## src/rtl/mem_arbiter_3p_pkg.sv

```systemverilog
// Shared encodings for the three-port memory arbiter: read-owner tags, FSM states and
// request/grant bit positions.
package mem_arbiter_3p_pkg;

  typedef enum logic [1:0] {
    OwnNone = 2'd0,
    OwnL    = 2'd1,
    OwnD    = 2'd2,
    OwnI    = 2'd3
  } owner_e;

  typedef enum logic {
    StBoot = 1'b0,
    StRun  = 1'b1
  } state_e;

  localparam int unsigned ReqL = 0;
  localparam int unsigned ReqD = 1;
  localparam int unsigned ReqI = 2;

  // Grant vector is one-hot or zero, so the order of tests here does not matter.
  function automatic owner_e owner_of(input logic [2:0] gnt);
    owner_e own;
    own = OwnNone;
    if (gnt[ReqL]) begin
      own = OwnL;
    end else if (gnt[ReqD]) begin
      own = OwnD;
    end else if (gnt[ReqI]) begin
      own = OwnI;
    end
    return own;
  endfunction

endpackage

```

## src/rtl/arb_prio_pick.sv

```systemverilog
// Three-way fixed-priority picker (L > D > I) with a promote input that lifts I to the top.
module arb_prio_pick
  import mem_arbiter_3p_pkg::*;
(
  input  logic [2:0] req,
  input  logic       promote,
  output logic [2:0] gnt
);

  always_comb begin
    gnt = '0;
    if (promote && req[ReqI]) begin
      gnt[ReqI] = 1'b1;
    end else if (req[ReqL]) begin
      gnt[ReqL] = 1'b1;
    end else if (req[ReqD]) begin
      gnt[ReqD] = 1'b1;
    end else if (req[ReqI]) begin
      gnt[ReqI] = 1'b1;
    end
  end

endmodule

```

## src/rtl/mem_arbiter_3p.sv

```systemverilog
// Shares one single-port synchronous SRAM between boot loader (L), core data (D) and
// instruction fetch (I); read data returns one cycle after the grant to the recorded owner.
module mem_arbiter_3p
  import mem_arbiter_3p_pkg::*;
#(
  parameter int unsigned AW           = 30,
  parameter int unsigned DW           = 32,
  parameter int unsigned STARVE_LIMIT = 4,
  localparam int unsigned MW          = DW / 8
) (
  input  logic          clk,
  input  logic          rst_n,
  input  logic          i_boot,
  input  logic          i_l_req,
  input  logic          i_l_we,
  input  logic [AW-1:0] i_l_addr,
  input  logic [DW-1:0] i_l_wdata,
  output logic          o_l_gnt,
  output logic          o_l_rvalid,
  input  logic          i_d_req,
  input  logic          i_d_we,
  input  logic [AW-1:0] i_d_addr,
  input  logic [DW-1:0] i_d_wdata,
  input  logic [MW-1:0] i_d_mask,
  output logic          o_d_gnt,
  output logic          o_d_rvalid,
  input  logic          i_i_req,
  input  logic [AW-1:0] i_i_addr,
  output logic          o_i_gnt,
  output logic          o_i_rvalid,
  output logic [DW-1:0] o_rdata,
  output logic          o_mem_en,
  output logic          o_mem_we,
  output logic [AW-1:0] o_mem_addr,
  output logic [DW-1:0] o_mem_wdata,
  output logic [MW-1:0] o_mem_mask,
  input  logic [DW-1:0] i_mem_rdata
);

  localparam int unsigned CW = $clog2(STARVE_LIMIT + 1);
  localparam logic [CW-1:0] StarveMax = CW'(STARVE_LIMIT);

  state_e        state_q, state_d;
  logic [CW-1:0] starve_q, starve_d;
  owner_e        rd_owner_q, rd_owner_d;
  owner_e        win;
  logic          run;
  logic          promote;
  logic          i_denied;
  logic [2:0]    req;
  logic [2:0]    gnt;

  assign run     = (state_q == StRun);
  // In BOOT only the loader may compete.
  assign req     = {i_i_req & run, i_d_req & run, i_l_req};
  assign promote = run && (starve_q == StarveMax);

  arb_prio_pick u_pick (
    .req     (req),
    .promote (promote),
    .gnt     (gnt)
  );

  assign o_l_gnt  = gnt[ReqL];
  assign o_d_gnt  = gnt[ReqD];
  assign o_i_gnt  = gnt[ReqI];
  assign win      = owner_of(gnt);
  assign i_denied = run && i_i_req && !gnt[ReqI];

  always_comb begin
    o_mem_en    = 1'b0;
    o_mem_we    = 1'b0;
    o_mem_addr  = '0;
    o_mem_wdata = '0;
    o_mem_mask  = '0;
    unique case (win)
      OwnL: begin
        o_mem_en    = 1'b1;
        o_mem_we    = i_l_we;
        o_mem_addr  = i_l_addr;
        o_mem_wdata = i_l_wdata;
        o_mem_mask  = '1;
      end
      OwnD: begin
        o_mem_en    = 1'b1;
        o_mem_we    = i_d_we;
        o_mem_addr  = i_d_addr;
        o_mem_wdata = i_d_wdata;
        o_mem_mask  = i_d_mask;
      end
      OwnI: begin
        o_mem_en   = 1'b1;
        o_mem_addr = i_i_addr;
      end
      default: ;
    endcase
  end

  always_comb begin
    state_d    = i_boot ? StBoot : StRun;
    starve_d   = '0;
    rd_owner_d = OwnNone;
    if (i_denied) begin
      starve_d = (starve_q == StarveMax) ? starve_q : starve_q + 1'b1;
    end
    if (o_mem_en && !o_mem_we) begin
      rd_owner_d = win;
    end
  end

  always_ff @(posedge clk or negedge rst_n) begin
    if (!rst_n) begin
      state_q    <= StBoot;
      starve_q   <= '0;
      rd_owner_q <= OwnNone;
    end else begin
      state_q    <= state_d;
      starve_q   <= starve_d;
      rd_owner_q <= rd_owner_d;
    end
  end

  assign o_l_rvalid = (rd_owner_q == OwnL);
  assign o_d_rvalid = (rd_owner_q == OwnD);
  assign o_i_rvalid = (rd_owner_q == OwnI);
  assign o_rdata    = (rd_owner_q != OwnNone) ? i_mem_rdata : '0;

endmodule

```

## config.mk

```make
export PLATFORM = sky130hd
export DESIGN_NAME = mem_arbiter_3p
export DESIGN_NICKNAME = d
export VERILOG_FILES = /design/src/rtl/mem_arbiter_3p_pkg.sv /design/src/rtl/arb_prio_pick.sv /design/src/rtl/mem_arbiter_3p.sv
export SDC_FILE = /design/constraint.sdc
export NUM_CORES = 1
export LEC_CHECK = 0
export ABC_CLOCK_PERIOD_IN_PS = 2900
export CAP_MARGIN = 15
export CORE_AREA = 5 5 116 118
export CTS_BUF_LIST = sky130_fd_sc_hd__clkbuf_8
export DETAILED_ROUTE_END_ITERATION = 10
export DIE_AREA = 0 0 121 123
export GPL_ROUTABILITY_DRIVEN = 0
export HOLD_SLACK_MARGIN = 0.06
export PLACE_DENSITY_LB_ADDON = 0.15
export SYNTH_ARGS = -nofsm -noshare
export SYNTH_HDL_FRONTEND = slang
export SYNTH_SLANG_ARGS = --single-unit
```

## constraint.sdc

```tcl
create_clock -name clk -period 2.9 [get_ports clk]
set_input_delay 0.435 -clock clk [delete_from_list [all_inputs] [get_ports clk]]
set_output_delay 0.435 -clock clk [all_outputs]
set_load 0.01 [all_outputs]
```

[After elaboration in Yosys (flattened, before gate mapping)]
Index checks and enable logic that the tools add are counted.
Cells by class
  reduce and logical (&&, ||, !) cells: 9
  add/subtract/negate cells: 1
  eq/ne operators: 8
  bitwise operators: 2
  muxes and demuxes: 20
Operators with widths (number)
  case mux 30 bit (3 select lines): 1
  case mux 32 bit (2 select lines): 1
  2-to-1 mux 32 bit: 1
  2-to-1 mux 2 bit: 6
  equality test 2 bit (second input constant): 4
  case mux 4 bit (2 select lines): 1
  2-to-1 mux 1 bit: 7
  2-to-1 mux 3 bit: 2
  logical AND 1 bit: 5
  equality test 2 x 1 -> 1 bit (second input constant): 2
  adder 3 x 1 -> 3 bit (second input constant): 1
  equality test 3 bit (second input constant): 1
  OR reduction 3 bit: 1
  AND 1 bit: 2
  zero test 1 bit: 2
  != test 2 bit (second input constant): 1
  case mux 1 bit (2 select lines): 1
  nonzero test 2 bit: 1
Storage, ports and cells
  output and inout bits: 106
  register bits after elaboration: 6
  logic and storage cells: 43

[Longest topological paths before layout]
Gate-level depths: netlist of run 1.
  depth after elaboration: 13
  gate-level depth with buffers: 7
  mapped depth without buffers: 5

[Modules after synthesis]
A second synthesis of run 1 with hierarchy kept.
Unflattened totals
  cell total of the unflattened synthesis: 274
  area, all modules: 1945.6 um2
Modules (own cells, without submodules)
  mem_arbiter_3p: instances 1, cells each 269, area each 1906.8 um2
  arb_prio_pick: instances 1, cells each 5, area each 38.8 um2

[Worst setup path after synthesis of run 1]
No wires, ideal clock.
  path kind: reg-to-output
  start point: register starve_q[0]
  end point: output port o_mem_wdata[10]
  cell stages (with the launch flop): 8
  arrival time: 1.498 ns
  buffers on the path: 2
  required time: 2.465 ns
  slack: 0.967 ns
  cells stage by stage: dfrtp_1 inv_1 ha_1 nand4_2 and2_4 buf_6 buf_6 a22o_1
Between the ends
  longest elaborated chain between the ends: 9
Ends and longest elaborated chain
  start, declared: line mem_arbiter_3p.sv:44  | logic [CW-1:0] starve_q, starve_d;
  start signal, assigned: line mem_arbiter_3p.sv:118  | starve_q <= starve_d;
  equality test 3 bit (*): line mem_arbiter_3p.sv:56  | assign promote = run && (starve_q == StarveMax);
  logical AND 1 bit (*): line mem_arbiter_3p.sv:56
  logical AND 1 bit (*): line arb_prio_pick.sv:12  | if (promote && req[ReqI]) begin
  2-to-1 mux 1 bit: line arb_prio_pick.sv:12
  2-to-1 mux 2 bit: line mem_arbiter_3p_pkg.sv:29  | end else if (gnt[ReqI]) begin
  2-to-1 mux 2 bit: line mem_arbiter_3p_pkg.sv:27  | end else if (gnt[ReqD]) begin
  2-to-1 mux 2 bit (*): line mem_arbiter_3p_pkg.sv:25  | if (gnt[ReqL]) begin
  equality test 2 bit or equality test 2 x 1 -> 1 bit (tied branches): line mem_arbiter_3p.sv:76  | unique case (win)
  case mux 32 bit (2 select lines) (*): line mem_arbiter_3p.sv:76
  end, declared: line mem_arbiter_3p.sv:35  | output logic [DW-1:0] o_mem_wdata,
Every way passes the cells marked *; elsewhere a longest branch is shown, timed or not.

[Final worst setup path of run 1]
  start point: input port i_d_req
  end point: output port o_mem_addr[19]
Between the ends
  longest elaborated chain between the ends: 9
Ends and longest elaborated chain
  start, declared: line mem_arbiter_3p.sv:20  | input logic i_d_req,
  AND 1 bit (*): line mem_arbiter_3p.sv:55  | assign req = {i_i_req & run, i_d_req & run, i_l_req};
  2-to-1 mux 1 bit: line arb_prio_pick.sv:16  | end else if (req[ReqD]) begin
  2-to-1 mux 2 bit (*): line arb_prio_pick.sv:14  | end else if (req[ReqL]) begin
  2-to-1 mux 1 bit: line arb_prio_pick.sv:12
  2-to-1 mux 2 bit: line mem_arbiter_3p_pkg.sv:29
  2-to-1 mux 2 bit (*): line mem_arbiter_3p_pkg.sv:27
  2-to-1 mux 2 bit (*): line mem_arbiter_3p_pkg.sv:25
  equality test 2 bit or equality test 2 x 1 -> 1 bit (tied branches): line mem_arbiter_3p.sv:76
  case mux 30 bit (3 select lines) (*): line mem_arbiter_3p.sv:76
  end, declared: line mem_arbiter_3p.sv:34  | output logic [AW-1:0] o_mem_addr,
Marked as above.

==> results.yml, run 1 <==
finish:
  final_util: 0.386
  mostFrequentLayoutCells: "clkdlybuf4s50_1, nor2b_1, a22o_1"
  final_cells: 651
  nets: 680
  final_common_cell: "clkdlybuf4s50_1"
  drive_gt1_frac: 0.0439
  area_growth_syn_to_layout_pct: 209
  final_cell_area_sq_mm: 0.00477
setup_path:
  cp_common_cell: "clkdlybuf4s50_1"
  crit_required_ns: 2.47
  cp-end-kind: "primary output"
  slowest_stage: "clkdlybuf4s50_1"
  crit_path_cell_trace: "clkdlybuf4s50_1 -> nand2_2 -> a311oi_4 -> buf_4 -> buf_6 -> a221o_1 -> clkdlybuf4s50_1"
  crit_fanout: 26
  crit_family: "buffers and inverters"
  slowest_delay_ns: 0.54
  crit_type: "in -> out"
  critPathBufInv: 4
  r2r_setup_slack_ns: 1.42
  setup.worst_path.start_class: "input pin"
  cp_data_arrival_time_ns: 2.39
clock_network:
  postCtsHoldBufs: 0
  clock-sinks: 6
  numCtsBuffers: 3
  clock_latency_ns: 0.22
  cts_tree: "built"
  ctsRootBufferMaster: "clkbuf_8"
  cts_max_level: 1
  clk_pin_slew_ns: 0.04
  cts_max_path_buffers: 2
sta:
  drv_slew: 0
  postLayoutSetupSlackWorst_ns: 0.0757
  post-route-period-util: 0.974
  fin_skew_ns: 0.000321
  hold_viol_final: 0
  worst_pin_slew_ns: 0.435
  fin_setup_tns_ns: 0
  period_needed_ns: 2.82
  hold_ws_ns: 0.459
  fmax_ghz: 0.354
  relSlewSlack: 0.710
  rsz0062_at_grt: "no"
  setup_viol: 0
place:
  dp_hpwl_microns: 10200
  placed_cell_area_sq_mm: 0.00469
  place_ws_ns: -0.00650
  dp.cells: 644
  port-buffer-count: 303
power:
  power_frac_clock: 0.135
  p_sw_frac: 0.289
  p_per_area_mw_per_mm2: 195
  peakVddDrop_mv: 0.0932
  switchingPower_uw: 269
  pwr-share-seq: 0.098
  p_int_uw: 660
  p_total_uw: 928
  pwr-share-comb: 0.767
  p_leak_nw: 1.92
logic_synthesis:
  synth_cell_type_count: 25
  yosys_warnings: 0
  syn_nets: 385
  ys_ff_latch: 6
  synth-seq-area-share: 0.0972
  syn_area_sq_mm: 0.00155
  yosys-top-cells-area: "a221o_1, a22o_1, nor2b_1"
  synth_top_cell_by_area: "a221o_1"
  synth.top_cell.area_share: 0.194
  avgSynthCellArea_sq_um: 8.35
  synth_cells: 185
route:
  routedWlPerCell_microns: 18.9
  drcViolationCount: 0
  dr.pass1.iters: 4
  drtIter0Drc: 126
  routed_wirelength_microns: 12300
  vias: 2764
  final_antenna_net_count: 0
  via_per_inst: 4.25
global_route:
  antenna_found_initial: 2
  grt_pass1_wl_microns: 16700
  grt_pass1_vias: 2804
  grt_max_degree: 54
  gr-total-overflow: 0
  track_usage: 0.143
die:
  die_x_microns: 121
  rows: 41
  ios: 304
  fp.dieH_microns: 123
  fp.dieArea_sq_mm: 0.0149
  initial_utilization: 0.125
  core_area_sq_mm: 0.0124
run:
  maxCapViolCount: 0
status:
  status: "completed"
hold_path:
  hp-class: "in -> async"
-- layout make-up --
type                       count  area (sq um)
fill                        1242          7590
timing repair buffer         313          3150
multi-input combinational    150          1190
tap                          172           215
sequential                     6           150
clock buffer                   3          41.3
inverter                       6          22.5
antenna                        1          2.50
-- synthesized netlist by cell type --
| master | count |
|---|---|
| a21o_1 | 5 |
| a221o_1 | 30 |
| a22o_1 | 32 |
| a22o_4 | 1 |
| a2bb2oi_2 | 1 |
| a311oi_4 | 1 |
| and2_1 | 1 |
| and2_4 | 1 |
| and3_1 | 30 |
| buf_2 | 1 |
| buf_6 | 13 |
| clkbuf_1 | 9 |
| dfrtp_1 | 6 |
| ha_1 | 2 |
| inv_1 | 6 |
| nand2_1 | 1 |
| nand2_2 | 1 |
| nand3_1 | 1 |
| nand4_2 | 1 |
| nor2_1 | 4 |
| nor2_2 | 1 |
| nor2b_1 | 34 |
| o22ai_1 | 1 |
| or3_1 | 1 |
| xnor2_1 | 1 |
-- registers in the layout, indices dropped and copies added, names as in the netlist --
signal and cells:
starve_q 3, rd_owner_q 2, run 1
-- cells by family after synthesis --
| family | share of synthesized area |
|---|---|
| adder cells (fa/ha/maj) | 0.0162 |
| AND/OR/NAND/NOR | 0.304 |
| AO/OA/AOI/OAI | 0.442 |
| flip-flops | 0.0972 |
| XOR/XNOR | 0.00567 |
| buffers and inverters | 0.134 |
-- repair_timing --
| action | 4_1_cts | 5_1_grt |
|---|---|---|
| setup buffers | 0 | 2 |
| pin swaps | 0 | 1 |
| endpoints found under the setup margin | 2 | 57 |
| gates cloned | 0 | 1 |
| gates resized for setup | 2 | 5 |
-- metal layers --
metal | track usage | vias up | wire [microns]
met5 | 0 | - | 13
met4 | 0.0276 | 2 | 153
met3 | 0.0567 | 10 | 1350
met2 | 0.283 | 171 | 6640
met1 | 0.140 | 1263 | 4160
li1 | - | 1318 | -
-- path summary, 6_finish.rpt --
kind | startpoint | end | cells after the start
min in group clk | starve_q[0]$_DFFE_PN0P_ | starve_q[0]$_DFFE_PN0P_ | 1
setup / recovery | i_d_req | o_mem_addr[19] | 7
hold / removal | rst_n | run$_DFF_PN0_ | 1
max in group asynchronous | rst_n | starve_q[1]$_DFFE_PN0P_ | 1
hold reg to reg | starve_q[0]$_DFFE_PN0P_ | starve_q[0]$_DFFE_PN0P_ | 1
setup reg to reg | starve_q[0]$_DFFE_PN0P_ | rd_owner_q[1]$_DFF_PN0_ | 6
-- power by group through the flow --
stage / logic (mW) / clock network (mW) / registers, mW
after CTS: 0.719 / 0.130 / 0.0912
after global placement: 0.711 / 0 / 0.0919
after detailed placement: 0.716 / 0 / 0.0923
after floorplan: 0.217 / 0 / 0.0911
final: 0.712 / 0.125 / 0.0912
after global routing: 0.752 / 0.137 / 0.0917
-- worst reg2reg max path: stages, from the launching register on --
cell      delay, ns
dfrtp_1        0.36
inv_1          0.05
ha_1           0.27
a311oi_4       0.24
buf_4          0.18
buf_6          0.17
a21o_1         0.15
No activity file was read; power rests on OpenSTA's default activity.
==> run 2, diff against run 1 <==
--- a/config.mk
+++ b/config.mk
@@ -7,13 +7,15 @@
 export LEC_CHECK = 0
 export ABC_CLOCK_PERIOD_IN_PS = 2900
 export CAP_MARGIN = 15
-export CORE_AREA = 5 5 116 118
+export CELL_PAD_IN_SITES_DETAIL_PLACEMENT = 1
+export CELL_PAD_IN_SITES_GLOBAL_PLACEMENT = 1
+export CORE_MARGIN = 5
+export CORE_UTILIZATION = 12
 export CTS_BUF_LIST = sky130_fd_sc_hd__clkbuf_8
 export DETAILED_ROUTE_END_ITERATION = 10
-export DIE_AREA = 0 0 121 123
 export GPL_ROUTABILITY_DRIVEN = 0
 export HOLD_SLACK_MARGIN = 0.06
-export PLACE_DENSITY_LB_ADDON = 0.15
+export PLACE_DENSITY = 0.85
 export SYNTH_ARGS = -nofsm -noshare
 export SYNTH_HDL_FRONTEND = slang
 export SYNTH_SLANG_ARGS = --single-unit
==> run 2 against run 1 <==
Compared with the run above: worst hold slack worse by 0.0069 ns; register-to-register slack got worse by 0.11 ns; setup slack got worse by 0.036 ns; critical path type unchanged; largest cell class unchanged.
==> results.yml, run 2 (synthesized netlist as in run 1, its figures left out) <==
sta:
  hold_viol_final: 0
  fmax_ghz: 0.350
  drv_slew: 0
  fin_skew_ns: 0.00179
  fin_setup_tns_ns: 0
  postLayoutSetupSlackWorst_ns: 0.0400
  setup_viol: 0
  period_needed_ns: 2.86
  relSlewSlack: 0.701
  post-route-period-util: 0.986
  hold_ws_ns: 0.452
  worst_pin_slew_ns: 0.449
power:
  p_per_area_mw_per_mm2: 195
  p_leak_nw: 2.16
  peakVddDrop_mv: 0.0942
  p_total_uw: 944
setup_path:
  cp-end-kind: "primary output"
  cp_data_arrival_time_ns: 2.42
  crit_required_ns: 2.47
  crit_type: "in -> out"
  r2r_setup_slack_ns: 1.31
  setup.worst_path.start_class: "input pin"
  crit_fanout: 12
die:
  ios: 304
  fp.dieH_microns: 123
  fp.dieArea_sq_mm: 0.0152
  initial_utilization: 0.122
  core_area_sq_mm: 0.0126
  rows: 41
  die_x_microns: 123
route:
  routed_wirelength_microns: 13700
  dr.pass1.iters: 4
  drtIter0Drc: 81
  final_antenna_net_count: 0
  vias: 2886
  routedWlPerCell_microns: 21.0
  via_per_inst: 4.42
  drcViolationCount: 0
clock_network:
  postCtsHoldBufs: 0
  clock_latency_ns: 0.22
  clock-sinks: 6
  cts_max_level: 1
  ctsRootBufferMaster: "clkbuf_8"
  cts_max_path_buffers: 2
  clk_pin_slew_ns: 0.03
  cts_tree: "built"
  numCtsBuffers: 3
global_route:
  grt_pass1_vias: 3162
  gr-total-overflow: 0
  track_usage: 0.157
  grt_max_degree: 51
  antenna_found_initial: 0
  grt_pass1_wl_microns: 18400
finish:
  mostFrequentLayoutCells: "clkdlybuf4s50_1, nor2b_1, a22o_1"
  largest-register: "starve_q"
  drive_gt1_frac: 0.0499
  diodes: 0
  final_common_cell: "clkdlybuf4s50_1"
  largest_reg_flops: 3
  fillCellCount: 1477
  final_cell_area_sq_mm: 0.00484
  nets: 683
  area_growth_syn_to_layout_pct: 213
place:
  port-buffer-count: 303
  place_ws_ns: 0.00225
  placed_cell_area_sq_mm: 0.00469
  dp_hpwl_microns: 11500
hold_path:
  hp-class: "in -> async"
status:
  status: "completed"
run:
  maxCapViolCount: 0
## run 2: changes by cell type in the layout (fill, tap and decap cells not counted), sizes merged
cell           delta
dlygate4sd2       +1
dlymetal6s2s     +17
buf               +3
clkdlybuf4s50    -18
diode             -1
## run 2: timing repair
action,CTS,global route
pin swaps,0,1
gates resized for setup,3,23
setup endpoints to repair,3,65
buffers inserted,0,2
cloned,0,2
## run 2: through the flow
stage	std cells	util
4_1_cts	649	0.375
3_3_place_gp	646	0.372
6_report	653	0.384
3_5_place_dp	646	0.372
5_1_grt	653	0.384
2_1_floorplan	185	-
## run 2: path summary, 6_finish.rpt
check,cells past startpoint,endpoint,from
hold reg to reg,1,starve_q[0]$_DFFE_PN0P_,starve_q[0]$_DFFE_PN0P_
hold / removal,1,rd_owner_q[0]$_DFF_PN0_,rst_n
min in group clk,1,starve_q[0]$_DFFE_PN0P_,starve_q[0]$_DFFE_PN0P_
setup / recovery,7,o_mem_wdata[14],i_l_req
setup reg to reg,6,rd_owner_q[1]$_DFF_PN0_,starve_q[0]$_DFFE_PN0P_
max in group asynchronous,1,starve_q[1]$_DFFE_PN0P_,rst_n
## run 2: layer usage
| metal | GRT usage | vias to the layer above | share of wire |
|---|---|---|---|
| li1 | - | 1323 | - |
| met2 | 0.303 | 197 | 0.52 |
| met4 | 0.0208 | 0 | 0.010 |
| met5 | 0 | - | 0 |
| met3 | 0.0608 | 14 | 0.13 |
| met1 | 0.162 | 1352 | 0.34 |
## run 2: final cells by class
type,instances,area [sq um],area share
clock buffers,3,41.3,0.00853
inverters,6,22.5,0.00465
multi-input cells,150,1190,0.246
flip-flops and latches,6,150,0.0310
well taps,172,215,0.0445
repair buffers,316,3220,0.666
## run 2: critical path, cell delays in order
cell             delay, ns
clkdlybuf4s50_1       0.40
buf_4                 0.17
a311oi_4              0.37
buf_6                 0.18
buf_6                 0.17
a22o_1                0.16
clkdlybuf4s50_1       0.54
## run 2: where the power goes
group	total [mW]	internal, mW	switching, mW
clock network	0.125	0.0891	0.0357
registers	0.0913	0.0877	0.00359
logic	0.728	0.482	0.246
